File: config.mk
export PLATFORM = sky130hd
export DESIGN_NAME = param_router_flat
export DESIGN_NICKNAME = d
export VERILOG_FILES = /design/src/rtl/noc_pkg.sv /design/src/rtl/param_router_if.sv /design/src/rtl/router_fifo.sv /design/src/rtl/param_router.sv /design/src/flat_wrapper.sv
export SDC_FILE = /design/constraint.sdc
export NUM_CORES = 1
export LEC_CHECK = 0
export CAP_MARGIN = 20
export CORE_AREA = 2 2 185 187
export CTS_BUF_LIST = sky130_fd_sc_hd__clkbuf_4 sky130_fd_sc_hd__clkbuf_8
export CTS_CLUSTER_SIZE = 40
export DETAILED_ROUTE_END_ITERATION = 7
export DIE_AREA = 0 0 187 189
export HOLD_SLACK_MARGIN = 0.15
export PLACE_DENSITY = 0.51
export SLEW_MARGIN = 0
export SYNTH_ARGS = -nofsm -noshare
export SYNTH_HDL_FRONTEND = slang
export SYNTH_SLANG_ARGS = --single-unit
export TNS_END_PERCENT = 20
File: constraint.sdc
create_clock -name clk -period 3.9 [get_ports clk]
set_input_delay 1.17 -clock clk [delete_from_list [all_inputs] [get_ports clk]]
set_output_delay 1.17 -clock clk [all_outputs]
set_load 0.01 [all_outputs]
File: src/rtl/noc_pkg.sv
// Shared defaults and helpers for the parameterised router.
// Build option: PARAM_ROUTER_STATS_EN adds drop/forward statistics to param_router.
package noc_pkg;

  localparam int DEF_SIZE             = 8;
  localparam int DEF_PORT_COUNT       = 4;
  localparam int DEF_DESTINATION_BITS = 3;
  localparam int DEF_DEPTH_LOG2       = 2;

  function automatic int clog2(input int value);
    int result;
    result = 0;
    for (int i = 0; i < 32; i++) begin
      if ((1 << result) < value) result++;
    end
    return result;
  endfunction

endpackage

File: src/rtl/param_router_if.sv
// Bundles the router's input, output and routing-table signals.
// Handshake: a flit moves on a rising edge where req and ack are both high; the
// offering side keeps req/data stable until that edge, the taking side may drop ack freely.
interface param_router_if
  import noc_pkg::*;
#(
  parameter int SIZE             = DEF_SIZE,
  parameter int PORT_COUNT       = DEF_PORT_COUNT,
  parameter int DESTINATION_BITS = DEF_DESTINATION_BITS
);

  logic [PORT_COUNT-1:0]                  rx_req;
  logic [PORT_COUNT-1:0]                  rx_ack;
  logic [PORT_COUNT*SIZE-1:0]             rx_data;
  logic [PORT_COUNT-1:0]                  tx_req;
  logic [PORT_COUNT-1:0]                  tx_ack;
  logic [PORT_COUNT*SIZE-1:0]             tx_data;
  logic [PORT_COUNT*SIZE-1:0]             table_addr;
  logic [PORT_COUNT*DESTINATION_BITS-1:0] table_data;

  // master is the surrounding fabric, slave is the router itself
  modport master (
    output rx_req, rx_data, tx_ack, table_data,
    input  rx_ack, tx_req, tx_data, table_addr
  );

  modport slave (
    input  rx_req, rx_data, tx_ack, table_data,
    output rx_ack, tx_req, tx_data, table_addr
  );

endinterface

File: src/rtl/router_fifo.sv
// Per-input flit queue; pointers carry one extra wrap bit to tell full from empty.
module router_fifo #(
  parameter int SIZE       = 8,
  parameter int DEPTH_LOG2 = 2
) (
  input  logic            clk,
  input  logic            reset,
  input  logic            push,
  input  logic            pop,
  input  logic [SIZE-1:0] din,
  output logic [SIZE-1:0] head,
  output logic            full,
  output logic            empty
);

  localparam int DEPTH = 1 << DEPTH_LOG2;
  localparam int PW    = DEPTH_LOG2 + 1;

  logic [SIZE-1:0] mem [DEPTH];
  logic [PW-1:0]   wr_ptr;
  logic [PW-1:0]   rd_ptr;

  assign empty = (wr_ptr == rd_ptr);
  assign full  = (wr_ptr[DEPTH_LOG2] != rd_ptr[DEPTH_LOG2]) &&
                 (wr_ptr[DEPTH_LOG2-1:0] == rd_ptr[DEPTH_LOG2-1:0]);
  assign head  = mem[rd_ptr[DEPTH_LOG2-1:0]];

  always_ff @(posedge clk or negedge reset) begin
    if (!reset) begin
      wr_ptr <= '0;
      rd_ptr <= '0;
    end else begin
      if (push && !full)  wr_ptr <= wr_ptr + PW'(1);
      if (pop  && !empty) rd_ptr <= rd_ptr + PW'(1);
    end
  end

  always_ff @(posedge clk) begin
    if (push && !full) mem[wr_ptr[DEPTH_LOG2-1:0]] <= din;
  end

endmodule

File: src/rtl/param_router.sv
// Input-queued crossbar router with per-output round-robin arbitration and registered outputs.
// Build option: PARAM_ROUTER_STATS_EN adds drop_count and fwd_count statistics ports.
module param_router
  import noc_pkg::*;
#(
  parameter int SIZE             = DEF_SIZE,
  parameter int PORT_COUNT       = DEF_PORT_COUNT,
  parameter int DESTINATION_BITS = DEF_DESTINATION_BITS,
  parameter int DEPTH_LOG2       = DEF_DEPTH_LOG2
) (
  input  logic                         clk,
  input  logic                         reset,
  param_router_if.slave                bus
`ifdef PARAM_ROUTER_STATS_EN
  ,
  output logic [15:0]                  drop_count,
  output logic [PORT_COUNT*16-1:0]     fwd_count
`endif
);

  localparam int RR_W = (PORT_COUNT > 1) ? clog2(PORT_COUNT) : 1;
  localparam int DW1  = DESTINATION_BITS + 1;

  logic                        ready_q;
  logic [PORT_COUNT-1:0]       full;
  logic [PORT_COUNT-1:0]       empty;
  logic [PORT_COUNT-1:0]       push;
  logic [PORT_COUNT-1:0]       pop;
  logic [PORT_COUNT-1:0]       drop;
  logic [SIZE-1:0]             head     [PORT_COUNT];
  logic [DESTINATION_BITS-1:0] dest     [PORT_COUNT];
  logic [RR_W-1:0]             rr       [PORT_COUNT];
  logic [RR_W-1:0]             winner   [PORT_COUNT];
  logic [PORT_COUNT-1:0]       gnt_vld;
  logic [PORT_COUNT-1:0]       out_free;
  logic [PORT_COUNT-1:0]       tx_req_q;
  logic [SIZE-1:0]             tx_data_q [PORT_COUNT];

  // ready_q holds rx_ack low until the first edge after reset release
  assign bus.rx_ack = {PORT_COUNT{ready_q}} & ~full;
  assign push       = bus.rx_req & bus.rx_ack;
  assign bus.tx_req = tx_req_q;

  for (genvar p = 0; p < PORT_COUNT; p++) begin : g_in
    router_fifo #(
      .SIZE       (SIZE),
      .DEPTH_LOG2 (DEPTH_LOG2)
    ) u_fifo (
      .clk   (clk),
      .reset (reset),
      .push  (push[p]),
      .pop   (pop[p]),
      .din   (bus.rx_data[p*SIZE +: SIZE]),
      .head  (head[p]),
      .full  (full[p]),
      .empty (empty[p])
    );

    assign dest[p] = bus.table_data[p*DESTINATION_BITS +: DESTINATION_BITS];
    // a head routed past the last output is thrown away without arbitration
    assign drop[p] = !empty[p] && ({1'b0, dest[p]} >= DW1'(PORT_COUNT));
  end

  always_comb begin
    for (int i = 0; i < PORT_COUNT; i++) begin
      bus.table_addr[i*SIZE +: SIZE] = head[i];
      bus.tx_data[i*SIZE +: SIZE]    = tx_data_q[i];
    end
  end

  always_comb begin
    int idx;
    idx      = 0;
    gnt_vld  = '0;
    out_free = '0;
    pop      = drop;
    for (int o = 0; o < PORT_COUNT; o++) begin
      winner[o]   = '0;
      out_free[o] = !tx_req_q[o] || bus.tx_ack[o];
      for (int i = 0; i < PORT_COUNT; i++) begin
        idx = int'(rr[o]) + i;
        if (idx >= PORT_COUNT) idx = idx - PORT_COUNT;
        if (!gnt_vld[o] && !empty[idx] && (dest[idx] == DESTINATION_BITS'(o))) begin
          gnt_vld[o] = 1'b1;
          winner[o]  = RR_W'(idx);
        end
      end
      if (gnt_vld[o] && out_free[o]) pop[winner[o]] = 1'b1;
    end
  end

  always_ff @(posedge clk or negedge reset) begin
    if (!reset) begin
      ready_q  <= 1'b0;
      tx_req_q <= '0;
      for (int o = 0; o < PORT_COUNT; o++) begin
        rr[o]        <= '0;
        tx_data_q[o] <= '0;
      end
    end else begin
      ready_q <= 1'b1;
      for (int o = 0; o < PORT_COUNT; o++) begin
        if (out_free[o]) begin
          if (gnt_vld[o]) begin
            tx_req_q[o]  <= 1'b1;
            tx_data_q[o] <= head[winner[o]];
            rr[o]        <= (winner[o] == RR_W'(PORT_COUNT - 1)) ? '0 : winner[o] + RR_W'(1);
          end else begin
            tx_req_q[o] <= 1'b0;
          end
        end
      end
    end
  end

`ifdef PARAM_ROUTER_STATS_EN
  logic [16:0] drop_sum;

  always_comb begin
    drop_sum = {1'b0, drop_count};
    for (int p = 0; p < PORT_COUNT; p++) drop_sum = drop_sum + 17'(drop[p]);
  end

  always_ff @(posedge clk or negedge reset) begin
    if (!reset) begin
      drop_count <= '0;
      fwd_count  <= '0;
    end else begin
      drop_count <= drop_sum[16] ? 16'hFFFF : drop_sum[15:0];
      for (int o = 0; o < PORT_COUNT; o++) begin
        if (tx_req_q[o] && bus.tx_ack[o])
          fwd_count[o*16 +: 16] <= fwd_count[o*16 +: 16] + 16'd1;
      end
    end
  end
`endif

endmodule

File: src/flat_wrapper.sv
// flat-port wrapper written by rule: the top's interface ports become plain ports
module param_router_flat import noc_pkg::*;
#(
  parameter int SIZE             = DEF_SIZE,
  parameter int PORT_COUNT       = DEF_PORT_COUNT,
  parameter int DESTINATION_BITS = DEF_DESTINATION_BITS,
  parameter int DEPTH_LOG2       = DEF_DEPTH_LOG2
)
  (clk, reset, bus_rx_req, bus_rx_data, bus_tx_ack, bus_table_data, bus_rx_ack, bus_tx_req, bus_tx_data, bus_table_addr);
  param_router_if #(.SIZE(SIZE), .PORT_COUNT(PORT_COUNT), .DESTINATION_BITS(DESTINATION_BITS)) bus_i ();
  input  logic clk;
  input  logic reset;
  input wire logic [$bits(bus_i.rx_req)-1:0] bus_rx_req;
  input wire logic [$bits(bus_i.rx_data)-1:0] bus_rx_data;
  input wire logic [$bits(bus_i.tx_ack)-1:0] bus_tx_ack;
  input wire logic [$bits(bus_i.table_data)-1:0] bus_table_data;
  output wire logic [$bits(bus_i.rx_ack)-1:0] bus_rx_ack;
  output wire logic [$bits(bus_i.tx_req)-1:0] bus_tx_req;
  output wire logic [$bits(bus_i.tx_data)-1:0] bus_tx_data;
  output wire logic [$bits(bus_i.table_addr)-1:0] bus_table_addr;
  assign bus_i.rx_req = bus_rx_req;
  assign bus_i.rx_data = bus_rx_data;
  assign bus_i.tx_ack = bus_tx_ack;
  assign bus_i.table_data = bus_table_data;
  assign bus_rx_ack = bus_i.rx_ack;
  assign bus_tx_req = bus_i.tx_req;
  assign bus_tx_data = bus_i.tx_data;
  assign bus_table_addr = bus_i.table_addr;
  param_router #(.SIZE(SIZE), .PORT_COUNT(PORT_COUNT), .DESTINATION_BITS(DESTINATION_BITS), .DEPTH_LOG2(DEPTH_LOG2)) u_core (.clk(clk), .reset(reset), .bus(bus_i));
endmodule
==> results.py <==
metrics = {
    "synthesis": {
        "synth.net_count": 737,
        "yosysSeqAreaShare_pct": 56.27,
        "synth_edf_count": 128,
        "synth_common_cells": "128 x edfxtp_1, 69 x dfrtp_1, 56 x mux2i_1",
        "syn_inst": 647,
        "synth-seq-cells": 197,
        "synth_top_area_share_pct": 38.83,
        "syn_area_um2": 9899,
        "synthArstFlopShare_pct": 35.03,
        "ys_warn_count": 0,
        "synth.most_common_cell": "edfxtp_1",
        "yosys.area.top_type": "edfxtp_1",
        "yosys-top-cells-area": "edfxtp_1 39%, dfrtp_1 17%, mux4_2 5.9%",
        "ys_types": 63,
        "avgSynthCellArea_um2": 15.30,
        "synth_flop_cell": "edfxtp_1",
    },
    "clocking": {
        "htreeDepth": 4,
        "postCtsSetupBuffers": 0,
        "clock_latency_ns": 0.49,
        "cts-root-buf": "clkbuf_8",
        "ctsResizeCount": 0,
        "clk_path_buf_depth": 2,
        "clock-sinks": 197,
        "clkTransAtPathRegs_ns": 0.10,
        "cts_tree": "built",
        "cts_made_buffers": 17,
        "cts-hold-fix-buffers": 0,
    },
    "floorplan": {
        "core-area_um2": 33280,
        "die_width_um": 187,
        "ios": 126,
        "die_h_um": 189,
        "initial_utilization_pct": 29.75,
        "row_count": 67,
        "dieArea_um2": 35340,
    },
    "routing": {
        "antenna_left": 0,
        "drt_iter0_drc": 383,
        "drc": 0,
        "drtPass1Iterations": 5,
        "wl_per_cell_um": 20.62,
        "routed_wl_mm": 26.34,
        "vias_per_cell": 4.830,
        "vias": 6168,
    },
    "global_routing": {
        "grt_usage_pct": 15.05,
        "grt_pass1_vias": 6265,
        "grt_first_pass_wirelength_mm": 39.55,
        "grt.overflow.total": 0,
        "antenna_found_initial": 0,
        "grt_max_degree": 70,
    },
    "placement": {
        "io_buffers": 125,
        "hpwlAfterDp_mm": 19.56,
        "gp_congestion": 0.8193,
        "place_ws_ns": 0.08678,
    },
    "timing": {
        "setup-violations-final": 0,
        "worst_slack_ns": 0.2097,
        "max_freq_ghz": 0.2710,
        "tns_ns": 0,
        "clock_skew_ns": 0.02208,
        "min_period_ns": 3.690,
        "finalMaxSlewViolations": 0,
        "relSlewSlack_pct": 28.07,
        "fin_crit_sh_pct": 94.62,
        "rsz0062_at_grt": "false",
        "tightest_slew_ns": 1.077,
        "hold_viol_final": 0,
    },
    "pwr": {
        "ir_worst_vdd_mv": 0.3109,
        "leakage_nw": 4.857,
        "p_per_area_nw_per_um2": 771.8,
    },
    "layout": {
        "drive_gt1_share_pct": 17.85,
        "register_area_um2": 5572,
        "diodes": 0,
        "syn2layout_area_growth_pct": 24.20,
        "multiInputGateArea_um2": 4069,
        "fin_nets": 906,
        "fillerInstances": 3195,
    },
    "worst_setup_path": {
        "startpoint_type": "flip-flop",
        "crit_buf_inv": 2,
        "cp.arrival_ns": 2.52,
        "cp_cell_sequence": "xor2_4 -> nor2_1 -> a21boi_0 -> buf_4 -> clkdlybuf4s50_1",
        "slowest_stage": "dfrtp_1",
        "cp_max_fo": 7,
        "crit_path_end_kind": "output pin",
        "cp.required_ns": 2.73,
        "critPathTopFamily": "buffers and inverters",
        "crit_type": "flip-flop to output pin",
        "slowest_delay_ns": 0.55,
    },
    "flow_run": {
        "cap_viol_max_count": 0,
    },
    "status": {
        "outcome": "finished, final reports clean",
    },
    "hold_path": {
        "hp-class": "flip-flop to flip-flop",
    },
}
[per-layer routing]
metal | GRT usage, % | wire, µm
met3 | 3.077 | 1060
met2 | 24.31 | 12690
met4 | 4.670 | 339
met1 | 20.39 | 12250
met5 | 0 | 0
[cell type report]
cell class	count	share of cell area, %
sequential	197	45.31
clock inverter	15	1.649
timing repair buffer	168	12.78
multi-input combinational	409	33.09
inverter	23	0.7021
clock buffer	17	1.903
tap	448	4.559
[through the flow]
step	util, %	std cells	power [mW]	hold WS, ns	instance area, µm²
2_1_floorplan	-	647	6.122	0.4928	9899
3_3_place_gp	35.63	1245	8.118	0.4623	11860
3_5_place_dp	35.63	1245	8.146	0.4697	11860
4_1_cts	36.94	1277	9.635	0.4947	12290
5_1_grt	36.95	1277	10.08	0.5033	12300
6_report	36.95	1277	9.489	0.4885	12300
[sequential cells by signal, indices dropped and copies added (netlist names)]
register                   cells
u_core.bus.tx_data            32
u_core.bus.tx_req              4
u_core.g_in.u_fifo.mem       128
u_core.g_in.u_fifo.rd_ptr     12
u_core.g_in.u_fifo.wr_ptr     12
u_core.ready_q                 1
u_core.rr                      8
[kinds of logic (layout without fill, tap and decap cells)]
logic type	after synthesis	count (layout)	share of synthesized area (%)
simple gates	123	123	5.928
fa+ha+maj	36	36	4.550
mux	96	96	14.16
other cells	1	1	0.03788
compound gates	122	122	12.16
flops	197	197	56.27
xor+xnor	31	31	4.221
buf+inv	41	223	2.679
[cells in the final DEF (no fill, tap or decap), types with 4 or more instances in the layout]
cell	instances
a21oi_2	4
mux2_2	4
xor2_1	11
xnor2_1	11
o221ai_1	18
o21a_1	6
clkdlybuf4s50_1	124
xor2_4	7
edfxtp_1	128
nor3_1	5
and3_1	23
inv_8	6
dfrtp_1	68
buf_4	44
a211oi_1	14
a21boi_0	4
inv_1	23
a21o_1	8
a22oi_1	4
o311ai_4	9
nand2_1	55
nor2_1	18
clkbuf_8	17
mux2i_1	56
ha_1	36
o22ai_1	9
mux4_1	6
o21ai_0	7
nor2b_1	10
mux4_2	26
[where the power goes]
group,internal (mW),switching [mW],total [mW]
logic,2.15,2.67,4.82
registers,2.76,0.461,3.22
clock network,0.613,0.838,1.45
total,5.52,3.97,9.49
[path summary, 6_finish.rpt]
| path | cells past startpoint | end | from | slack [ns] |
|---|---|---|---|---|
| worst min-delay path | 1 | u_core.bus.tx_data[3] | u_core.bus.tx_data[3] | 0.49 |
| min in group asynchronous | 1 | u_core.bus.tx_req[3] | reset | 0.80 |
| worst max-delay path | 5 | bus_rx_ack[0] | u_core.g_in[0].u_fifo.rd_ptr[0] | 0.21 |
| worst max register to register | 10 | u_core.g_in[0].u_fifo.rd_ptr[1] | u_core.g_in[2].u_fifo.wr_ptr[1] | 0.81 |
| worst min register to register | 1 | u_core.bus.tx_data[3] | u_core.bus.tx_data[3] | 0.49 |
| max in group asynchronous | 1 | u_core.g_in[1].u_fifo.rd_ptr[1] | reset | 2.44 |
Power figures use the tool's default switching activity.
